[src/rtl/atm_timeout_ctrl_pkg.sv]
// rtl/atm_timeout_ctrl_pkg.sv - shared defaults and state type for the session timeout timer
package atm_timeout_ctrl_pkg;

  localparam int DEF_DIVISOR               = 16;
  localparam int DEF_SLOW_CLK_COUNTER_SIZE = 5;
  localparam int DEF_WAITING_TIMER_SIZE    = 8;
  localparam int DEF_WAITING_TIME          = 5;
  localparam int DEF_WARN_TIME             = 2;
  localparam int DEF_MAX_EXTEND            = 1;

  typedef enum bit [1:0] {
    T_IDLE    = 2'd0,
    T_RUN     = 2'd1,
    T_WARN    = 2'd2,
    T_EXPIRED = 2'd3
  } timer_state_e;

endpackage

[src/rtl/atm_timeout_ctrl_if.sv]
// rtl/atm_timeout_ctrl_if.sv - control/status bundle between the main FSM and the timeout timer
interface atm_timeout_ctrl_if #(
  parameter int W = 8
);

  logic         start;
  logic         activity;
  logic         stop;
  logic         extend_req;
  logic [W-1:0] timeout_cfg;
  logic         busy;
  logic         warn;
  logic         timeout;
  logic         slow_tick;
  logic [W-1:0] remaining;
  logic [1:0]   extend_cnt;

  modport master (
    output start, activity, stop, extend_req, timeout_cfg,
    input  busy, warn, timeout, slow_tick, remaining, extend_cnt
  );

  modport slave (
    input  start, activity, stop, extend_req, timeout_cfg,
    output busy, warn, timeout, slow_tick, remaining, extend_cnt
  );

endinterface

[src/rtl/atm_timeout_ctrl_prescaler.sv]
// rtl/atm_timeout_ctrl_prescaler.sv - slow-tick prescaler, one tick every DIVISOR enabled cycles
module atm_prescaler #(
  parameter int DIVISOR               = 16,
  parameter int SLOW_CLK_COUNTER_SIZE = 5
) (
  input  logic clk,
  input  logic rst,
  input  logic en,
  input  logic clr,
  output logic tick
);

  logic [SLOW_CLK_COUNTER_SIZE-1:0] count;

  assign tick = en && (count == SLOW_CLK_COUNTER_SIZE'(DIVISOR - 1));

  // clr dominates so a reload restarts the full tick period
  always_ff @(posedge clk or negedge rst) begin
    if (!rst) begin
      count <= '0;
    end else if (clr) begin
      count <= '0;
    end else if (en) begin
      count <= tick ? '0 : count + 1'b1;
    end
  end

endmodule

[src/rtl/atm_timeout_ctrl.sv]
// rtl/atm_timeout_ctrl.sv - session inactivity timer with warning, bounded extension and cfg override
module atm_timeout_ctrl
  import atm_timeout_ctrl_pkg::*;
#(
  parameter int DIVISOR               = DEF_DIVISOR,
  parameter int SLOW_CLK_COUNTER_SIZE = DEF_SLOW_CLK_COUNTER_SIZE,
  parameter int WAITING_TIMER_SIZE    = DEF_WAITING_TIMER_SIZE,
  parameter int WAITING_TIME          = DEF_WAITING_TIME,
  parameter int WARN_TIME             = DEF_WARN_TIME,
  parameter int MAX_EXTEND            = DEF_MAX_EXTEND
) (
  input  logic              clk,
  input  logic              rst,
  atm_timeout_ctrl_if.slave bus
);

  localparam int W = WAITING_TIMER_SIZE;

  timer_state_e state, state_nxt;
  logic [W-1:0] limit, limit_nxt;
  logic [W-1:0] remaining_q, remaining_nxt;
  logic [W-1:0] cfg_limit, dec_val;
  logic [1:0]   ext_q, ext_nxt;
  logic         pre_en, pre_clr, tick;
  logic         busy_q, warn_q, timeout_q, slow_tick_q;

  function automatic timer_state_e load_state(input logic [W-1:0] lim);
    return (lim <= W'(WARN_TIME)) ? T_WARN : T_RUN;
  endfunction

  assign cfg_limit = (bus.timeout_cfg == '0) ? W'(WAITING_TIME) : bus.timeout_cfg;
  assign dec_val   = remaining_q - 1'b1;
  assign pre_en    = (state == T_RUN) || (state == T_WARN);

  atm_prescaler #(
    .DIVISOR               (DIVISOR),
    .SLOW_CLK_COUNTER_SIZE (SLOW_CLK_COUNTER_SIZE)
  ) u_prescaler (
    .clk  (clk),
    .rst  (rst),
    .en   (pre_en),
    .clr  (pre_clr),
    .tick (tick)
  );

  always_ff @(posedge clk or negedge rst) begin
    if (!rst) begin
      state       <= T_IDLE;
      limit       <= '0;
      remaining_q <= '0;
      ext_q       <= '0;
      busy_q      <= 1'b0;
      warn_q      <= 1'b0;
      timeout_q   <= 1'b0;
      slow_tick_q <= 1'b0;
    end else begin
      state       <= state_nxt;
      limit       <= limit_nxt;
      remaining_q <= remaining_nxt;
      ext_q       <= ext_nxt;
      busy_q      <= (state_nxt == T_RUN) || (state_nxt == T_WARN);
      warn_q      <= (state_nxt == T_WARN);
      timeout_q   <= (state_nxt == T_EXPIRED);
      slow_tick_q <= tick;
    end
  end

  // Priority: start > stop > activity > extend_req > tick decrement
  always_comb begin
    state_nxt     = state;
    limit_nxt     = limit;
    remaining_nxt = remaining_q;
    ext_nxt       = ext_q;
    pre_clr       = 1'b0;
    if (bus.start) begin
      limit_nxt     = cfg_limit;
      remaining_nxt = cfg_limit;
      ext_nxt       = '0;
      pre_clr       = 1'b1;
      state_nxt     = load_state(cfg_limit);
    end else begin
      case (state)
        T_RUN, T_WARN: begin
          if (bus.stop) begin
            state_nxt = T_IDLE;
            pre_clr   = 1'b1;
          end else if (bus.activity) begin
            remaining_nxt = limit;
            pre_clr       = 1'b1;
            state_nxt     = load_state(limit);
          end else if (bus.extend_req && (state == T_WARN) && (ext_q < 2'(MAX_EXTEND))) begin
            remaining_nxt = limit;
            ext_nxt       = ext_q + 2'd1;
            pre_clr       = 1'b1;
            state_nxt     = load_state(limit);
          end else if (tick) begin
            if (remaining_q == '0) begin
              state_nxt = T_EXPIRED;
            end else begin
              remaining_nxt = dec_val;
              if (dec_val == '0) begin
                state_nxt = T_EXPIRED;
              end else if (dec_val <= W'(WARN_TIME)) begin
                state_nxt = T_WARN;
              end
            end
          end
        end
        T_EXPIRED: begin
          state_nxt     = T_IDLE;
          remaining_nxt = '0;
        end
        default: begin
          state_nxt = T_IDLE;
        end
      endcase
    end
  end

  assign bus.busy       = busy_q;
  assign bus.warn       = warn_q;
  assign bus.timeout    = timeout_q;
  assign bus.slow_tick  = slow_tick_q;
  assign bus.remaining  = remaining_q;
  assign bus.extend_cnt = ext_q;

endmodule

[src/flat_wrapper.sv]
// flat-port wrapper written by rule: the top's interface ports become plain ports
module atm_timeout_ctrl_flat import atm_timeout_ctrl_pkg::*;
#(
  parameter int DIVISOR               = DEF_DIVISOR,
  parameter int SLOW_CLK_COUNTER_SIZE = DEF_SLOW_CLK_COUNTER_SIZE,
  parameter int WAITING_TIMER_SIZE    = DEF_WAITING_TIMER_SIZE,
  parameter int WAITING_TIME          = DEF_WAITING_TIME,
  parameter int WARN_TIME             = DEF_WARN_TIME,
  parameter int MAX_EXTEND            = DEF_MAX_EXTEND
)
  (clk, rst, bus_start, bus_activity, bus_stop, bus_extend_req, bus_timeout_cfg, bus_busy, bus_warn, bus_timeout, bus_slow_tick, bus_remaining, bus_extend_cnt);
  atm_timeout_ctrl_if #(.W(8)) bus_i ();
  input  logic clk;
  input  logic rst;
  input wire logic [$bits(bus_i.start)-1:0] bus_start;
  input wire logic [$bits(bus_i.activity)-1:0] bus_activity;
  input wire logic [$bits(bus_i.stop)-1:0] bus_stop;
  input wire logic [$bits(bus_i.extend_req)-1:0] bus_extend_req;
  input wire logic [$bits(bus_i.timeout_cfg)-1:0] bus_timeout_cfg;
  output wire logic [$bits(bus_i.busy)-1:0] bus_busy;
  output wire logic [$bits(bus_i.warn)-1:0] bus_warn;
  output wire logic [$bits(bus_i.timeout)-1:0] bus_timeout;
  output wire logic [$bits(bus_i.slow_tick)-1:0] bus_slow_tick;
  output wire logic [$bits(bus_i.remaining)-1:0] bus_remaining;
  output wire logic [$bits(bus_i.extend_cnt)-1:0] bus_extend_cnt;
  assign bus_i.start = bus_start;
  assign bus_i.activity = bus_activity;
  assign bus_i.stop = bus_stop;
  assign bus_i.extend_req = bus_extend_req;
  assign bus_i.timeout_cfg = bus_timeout_cfg;
  assign bus_busy = bus_i.busy;
  assign bus_warn = bus_i.warn;
  assign bus_timeout = bus_i.timeout;
  assign bus_slow_tick = bus_i.slow_tick;
  assign bus_remaining = bus_i.remaining;
  assign bus_extend_cnt = bus_i.extend_cnt;
  atm_timeout_ctrl #(.DIVISOR(DIVISOR), .SLOW_CLK_COUNTER_SIZE(SLOW_CLK_COUNTER_SIZE), .WAITING_TIMER_SIZE(WAITING_TIMER_SIZE), .WAITING_TIME(WAITING_TIME), .WARN_TIME(WARN_TIME), .MAX_EXTEND(MAX_EXTEND)) u_core (.clk(clk), .rst(rst), .bus(bus_i));
endmodule
[config.mk]
export PLATFORM = sky130hd
export DESIGN_NAME = atm_timeout_ctrl_flat
export DESIGN_NICKNAME = d
export VERILOG_FILES = /design/src/rtl/atm_timeout_ctrl_pkg.sv /design/src/rtl/atm_timeout_ctrl_if.sv /design/src/rtl/atm_timeout_ctrl_prescaler.sv /design/src/rtl/atm_timeout_ctrl.sv /design/src/flat_wrapper.sv
export SDC_FILE = /design/constraint.sdc
export NUM_CORES = 1
export LEC_CHECK = 0
export CELL_PAD_IN_SITES_DETAIL_PLACEMENT = 0
export CELL_PAD_IN_SITES_GLOBAL_PLACEMENT = 1
export CORE_UTILIZATION = 43
export DETAILED_ROUTE_END_ITERATION = 6
export DONT_BUFFER_PORTS = 1
export PLACE_DENSITY_LB_ADDON = 0.1
export SYNTH_ARGS = -nofsm -noshare
export SYNTH_HDL_FRONTEND = slang
export SYNTH_SLANG_ARGS = --single-unit
export TNS_END_PERCENT = 1
[constraint.sdc]
create_clock -name clk -period 2.3 [get_ports clk]
set_input_delay 0.575 -clock clk [delete_from_list [all_inputs] [get_ports clk]]
set_output_delay 0.575 -clock clk [all_outputs]
set_load 0.05 [all_outputs]
* Yosys cells after proc, flatten, opt, wreduce, memory -nomap -nowiden
Index checks and enable logic that the tools add are counted.
** Cells by class
- Reduce and logical (&&, ||, !) cells :: 15
- Multipliers :: 0
- Equality and inequality tests :: 12
- Shift-type cells :: 0
- $lt $le $gt $ge :: 4
- Bitwise operators :: 0
- Muxes and demuxes :: 32
- Divide/modulo/power cells :: 0
- Add/subtract/negate cells :: 3
** Operators by type and width (count)
- $mux 8 :: 7
- $mux 2 :: 16
- $le 8x2->1 const B :: 3
- $logic_not 8->1 :: 3
- $pmux 8 s2 :: 1
- $mux 5 :: 3
- $eq 2x2->1 const B :: 4
- $reduce_and 4->1 :: 2
- $sub 8x1->8 const B :: 1
- $reduce_bool 2->1 :: 3
- $add 5x1->5 const B :: 1
- $eq 5x4->1 const B :: 1
- $mux 1 :: 5
- $ne 5x3->1 const B :: 1
- $ne 5x4->1 const B :: 1
- $eq 2x1->1 const B :: 2
- $ne 2x2->1 const B :: 2
- $logic_and 1x1->1 :: 3
- $ne 3x3->1 const B :: 1
- $reduce_bool 3->1 :: 1
- $add 2x1->2 const B :: 1
- $logic_or 1x1->1 :: 2
- $lt 2x1->1 const B :: 1
- $reduce_or 2->1 :: 1
** Word-level totals
- Bits in registers :: 29
- Latch bits :: 0
- ROM bits :: 0
- Logic and storage cells :: 75
- Bits in writable memories :: 0
- Bits of input ports :: 14
- Memories kept :: 0
- Output and inout bits :: 14

* Depth between registers and ports, before layout
Gate-level depths: netlist of the first run.
- Depth in word-level cells :: 13
- Gate-level depth with buffers :: 10
- Mapped depth without buffers :: 9

* Hierarchy
A second synthesis of the first run with hierarchy kept.
** Unflattened totals
- Cells, all modules :: 192
- Area total of the unflattened synthesis :: 1746.7 sq um
** Modules (own cells, without submodules)
- atm_timeout_ctrl :: area an instance 1496.4 sq um, sequential area each 600.6 sq um, cells an instance 170, instances 1
- atm_prescaler :: area an instance 250.2 sq um, sequential area each 125.1 sq um, cells an instance 22, instances 1

* Least setup slack after synthesis of the first run
Ideal clock, no wire load.
- Path type :: register to register
- From :: register u_core.remaining_q[0] (netlist: u_core.bus.remaining[0])
- To :: register u_core.busy_q (netlist: u_core.bus.busy)
- Clock period less this slack :: 2484 ps
- Required time :: 2237 ps
- Cell stages (with the launch flop) :: 11
- Path buffers :: 1
- Arrival time :: 2421 ps
- Slack :: -184 ps
- Library setup time :: 63 ps
- Cell sequence :: dfrtp_1 > buf_6 > inv_1 > ha_1 > nor3b_1 > xnor2_1 > a31oi_1 > a2111o_1 > nand2_1 > ha_1 > inv_1
** On the way
- Longest elaborated chain between the ends :: 13
- Elaborated cells between the ends (all ways) :: 16
- Those cells by class :: 1 x add/sub; 1 x order compare; 2 x eq/ne; 9 x mux; 3 x reduce/logical
** Ends and longest elaborated chain
- from (decl) :: RTL line atm_timeout_ctrl.sv:21 : logic [W-1:0] remaining_q, remaining_nxt;
- from (signal assigned) :: RTL line atm_timeout_ctrl.sv:59 : remaining_q <= remaining_nxt;
- $sub 8x1->8 :: RTL line atm_timeout_ctrl.sv:32 : assign dec_val = remaining_q - 1'b1;
- $le 8x2->1 :: RTL line atm_timeout_ctrl.sv:103 : end else if (dec_val <= W'(WARN_TIME)) begin
- $mux 2 :: RTL line atm_timeout_ctrl.sv:103
- $mux 2 :: RTL line atm_timeout_ctrl.sv:101 : if (dec_val == '0) begin
- $mux 2 * :: RTL line atm_timeout_ctrl.sv:97 : if (remaining_q == '0) begin
- $mux 2 * :: RTL line atm_timeout_ctrl.sv:96 : end else if (tick) begin
- $mux 2 * :: RTL line atm_timeout_ctrl.sv:91 : end else if (bus.extend_req && (state == T_WARN) && (ext_q < 2'(MAX_EXTEND))) begin
- $mux 2 * :: RTL line atm_timeout_ctrl.sv:87 : end else if (bus.activity) begin
- $mux 2 * :: RTL line atm_timeout_ctrl.sv:84 : if (bus.stop) begin
- $mux 2 * :: RTL line atm_timeout_ctrl.sv:82 : case (state)
- $mux 2 * :: RTL line atm_timeout_ctrl.sv:75 : if (bus.start) begin
- $eq 2x1->1 or $eq 2x2->1 (tied branches) :: RTL line atm_timeout_ctrl.sv:61 : busy_q <= (state_nxt == T_RUN) || (state_nxt == T_WARN);
- $logic_or 1x1->1 * :: RTL line atm_timeout_ctrl.sv:61
- to (signal assigned) :: RTL line atm_timeout_ctrl.sv:61
- to (decl) :: RTL line atm_timeout_ctrl.sv:25 : logic busy_q, warn_q, timeout_q, slow_tick_q;
Every way passes the cells marked *; elsewhere a longest branch is shown, timed or not.
A chain may end at the register's enable or synchronous reset.

* Worst setup path in the final report of the first run
- From :: register u_core.state[0]
- To :: register u_core.remaining_q[1] (netlist: u_core.bus.remaining[1])
** On the way
- Longest elaborated chain between the ends :: 8
- Elaborated cells between the ends (all ways) :: 18
- Those cells by class :: 6 x eq/ne; 5 x mux; 7 x reduce/logical
** Ends and longest elaborated chain
- from (decl) :: RTL line atm_timeout_ctrl.sv:19 : timer_state_e state, state_nxt;
- from (signal assigned) :: RTL line atm_timeout_ctrl.sv:57 : state <= state_nxt;
- $eq 2x2->1 :: RTL line atm_timeout_ctrl.sv:33, atm_timeout_ctrl.sv:82, atm_timeout_ctrl.sv:91
- $logic_and 1x1->1 (2 in a row) :: RTL line atm_timeout_ctrl.sv:91
- $mux 8 :: RTL line atm_timeout_ctrl.sv:91
- $mux 8 :: RTL line atm_timeout_ctrl.sv:87
- $mux 8 :: RTL line atm_timeout_ctrl.sv:84
- $pmux 8 s2 :: RTL line atm_timeout_ctrl.sv:82
- $mux 8 :: RTL line atm_timeout_ctrl.sv:75
Several ways; a longest one is shown, not always the timed one. The select of a mux whose other input is x is not followed.

==> run metrics, run 1 <==
placeable core area 4090 µm²; Async SR Flop Fraction 100%; fin cells between 200 and 300; Post-CTS Setup Bufs 0; Rel. slew slack 67.4%; Root Buffer clkbuf_8; crit path capture u_core.bus.remaining[1]; vias in the first global route around 1500; Initial Util 45.6%; clk buf depth 2; GRT Resource Usage Total 23.0%; yosys warns 0; Pre-Repair DR Iteration Count 4; outcome completed; Post-Route WL 4610 µm; total of max-cap violations 0; first-pass GRT wire length 7510 µm; Num CTS Buffers 5; Port Buffers 0; row cnt 23; Die H 67.8 µm; # DRC 0; P_leak 0.887 nW; min-delay worst type in2async; worst-path fanout max 15; DP HPWL approximately 3400 µm; setup violators final 0; worst vdd ir ~0.32 mV; initial antenna violation count 0; Routability Congestion 0.841; RSZ-0062 raised after global routing true; share of cells above drive strength 1 24.5%; Congestion Overflow GR 0; cells after synthesis 197; register area roughly 730 µm²; Max Clock Skew roughly 0.0091 ns; Die W 67.8 µm; Area growth syn-to-layout 14.9%; Worst-Skew Late Latency 0.28 ns; CTS tree done; pin count of the biggest net entering global routing 30; Hold Violations, Final 0; routed len/inst ~18 µm; Cell variety after synth 58; max-slew violation count 0; htree depth 2; worst-margin pin slew 0.488 ns; share of Yosys cell area claimed by the top area cell type 38.9%; Multi-input gate area 1090 µm²; Vias 1582; syn nets 219; most frequent cells in the layout dfrtp_1 (27), nor2_1 (19), buf_4 (15); Final Core Density 52.4%; syn_area_per_cell 9.46 µm²; start point of the critical path u_core.state[0]; Seq/Total Area, Yosys 38.9%; minimum clock period 2.14 ns; Yosys top cell by area dfrtp_1; worst reg-to-reg path cell count 7; CP endpoint kind flop; number of synthesized flops with an enable pin 0; die footprint 4600 µm²; crit path launch type flop; FMAX between 400 and 500 MHz; reg2reg start u_core.state[0]; # fillers 404; Worst Setup Path Type reg2reg; clock-pin slew on the worst setup and hold paths 0.07 ns; placed cell count between 200 and 300; IO Count 28; register-to-register setup slack roughly 0.16 ns; predominant post-synthesis flop cell dfrtp_1; Avg Vias per Cell 6.04; Final Net Count 233; RR Endpoint u_core.bus.remaining[1]; ANT cells 0; Post-DRT Antenna Nets 0; Tcrit/Tclk final 93.2%; synthesized area 1860 µm²; Critical Path RT 2.45 ns; commonest non-fill, non-tap cell in the layout dfrtp_1; pwr/cell area 718 nW/µm²; critical path arrival roughly 2.3 ns; initial DRC count 123; dominant cells by area after synthesis dfrtp_1 (39%), ha_1 (5.4%), nor2_1 (3.8%); CTS sink count 29; Seq cells post-synth 29
[per-layer routing]
layer | GRT usage (%) | share of wire, % | wire [µm]
met1 | 32.3 | 47 | 2180
met2 | 33.5 | 45 | 2060
met3 | 6.50 | 6.7 | 309
met4 | 7.81 | 1.4 | 63
met5 | 0 | 0 | 0
[stage by stage]
| step | hold slack (ns) | worst slack, ns | instance area, µm² | power, mW | TNS (ns) |
|---|---|---|---|---|---|
| 3_5_place_dp | 0.281 | 0.0629 | 1990 | 1.08 | 0 |
| 4_1_cts | 0.113 | 0.0467 | 2100 | 1.52 | 0 |
| 6_report | 0.113 | 0.156 | 2140 | 1.54 | 0 |
| 5_1_grt | 0.106 | -0.0162 | 2140 | 1.62 | -0.0162 |
| 3_3_place_gp | 0.280 | 0.0283 | 1990 | 1.07 | 0 |
| 2_1_floorplan | 0.279 | 0.0228 | 1870 | 0.975 | 0 |
[synthesized netlist by cell type, drive strengths merged (5+ instances only)]
library cell / count
a21oi: 11
a31oi: 6
buf: 5
dfrtp: 29
ha: 8
inv: 11
mux2: 6
nand2: 10
nor2: 20
nor3: 8
o21ai: 14
xnor2: 6
[registers in the layout, indices dropped and copies added (netlist names)]
name and cells:
u_core.bus.busy 1, u_core.bus.extend_cnt 2, u_core.bus.remaining 8, u_core.bus.slow_tick 1, u_core.bus.timeout 1, u_core.bus.warn 1
u_core.limit 8, u_core.state 2, u_core.u_prescaler.count 5
[final cells by class]
cell class,count,share of cell area [%]
inverters,11,1.93
clock buffers,8,4.21
repair buffers,16,6.19
multi-input cells,148,50.8
well taps,50,2.92
flip-flops and latches,29,34.0
[where the power goes]
group	internal, mW	leakage (nW)	switching [mW]
combinational	0.189	0.479	0.295
clock	0.244	0.0455	0.187
sequential	0.555	0.362	0.0688
total	0.987	0.887	0.551
[worst max-delay path: stages, from the launching register on]
cell and delay [ns]:
dfrtp_1 0.37, inv_1 0.08, ha_1 0.38, or2_1 0.35, o21ai_1 0.33, nor2_4 0.14
a221oi_1 0.29, a21oi_1 0.08
[cell families (layout without fill, tap and decap cells)]
logic type	after synthesis	count (layout)	synth area share, %
buffers and inverters	20	35	5.30
muxes	7	7	4.16
adders and majority gates	8	8	5.37
DFF	29	29	38.9
AOI/OAI and AO/OA	60	60	23.0
xor gates and xnor gates	6	6	2.82
and+or+nand+nor	67	67	20.5
[what timing repair did]
item,4_1_cts,5_1_grt
hold endpoints to repair,29,0
endpoints found under the setup margin,0,9
hold buffers,1,0
gates resized for setup,0,7
[worst min path at each step]
stage / to / cells after the start / from
floorplan: u_core.bus.busy / 0 / rst
global route: u_core.bus.remaining[3] / 1 / rst
CTS: u_core.bus.remaining[3] / 1 / rst
global placement: u_core.bus.remaining[0] / 0 / rst
finish: u_core.bus.remaining[2] / 1 / rst
detailed placement: u_core.bus.remaining[3] / 0 / rst
Note: power is estimated with default switching activity, not from simulation.
==> inputs of run 2 (changes only) <==
Settings changed: HOLD_SLACK_MARGIN set to 0.02.
==> results of run 2 <==
Same layout as run 1: the final DEF is identical, and so are final timing and power.
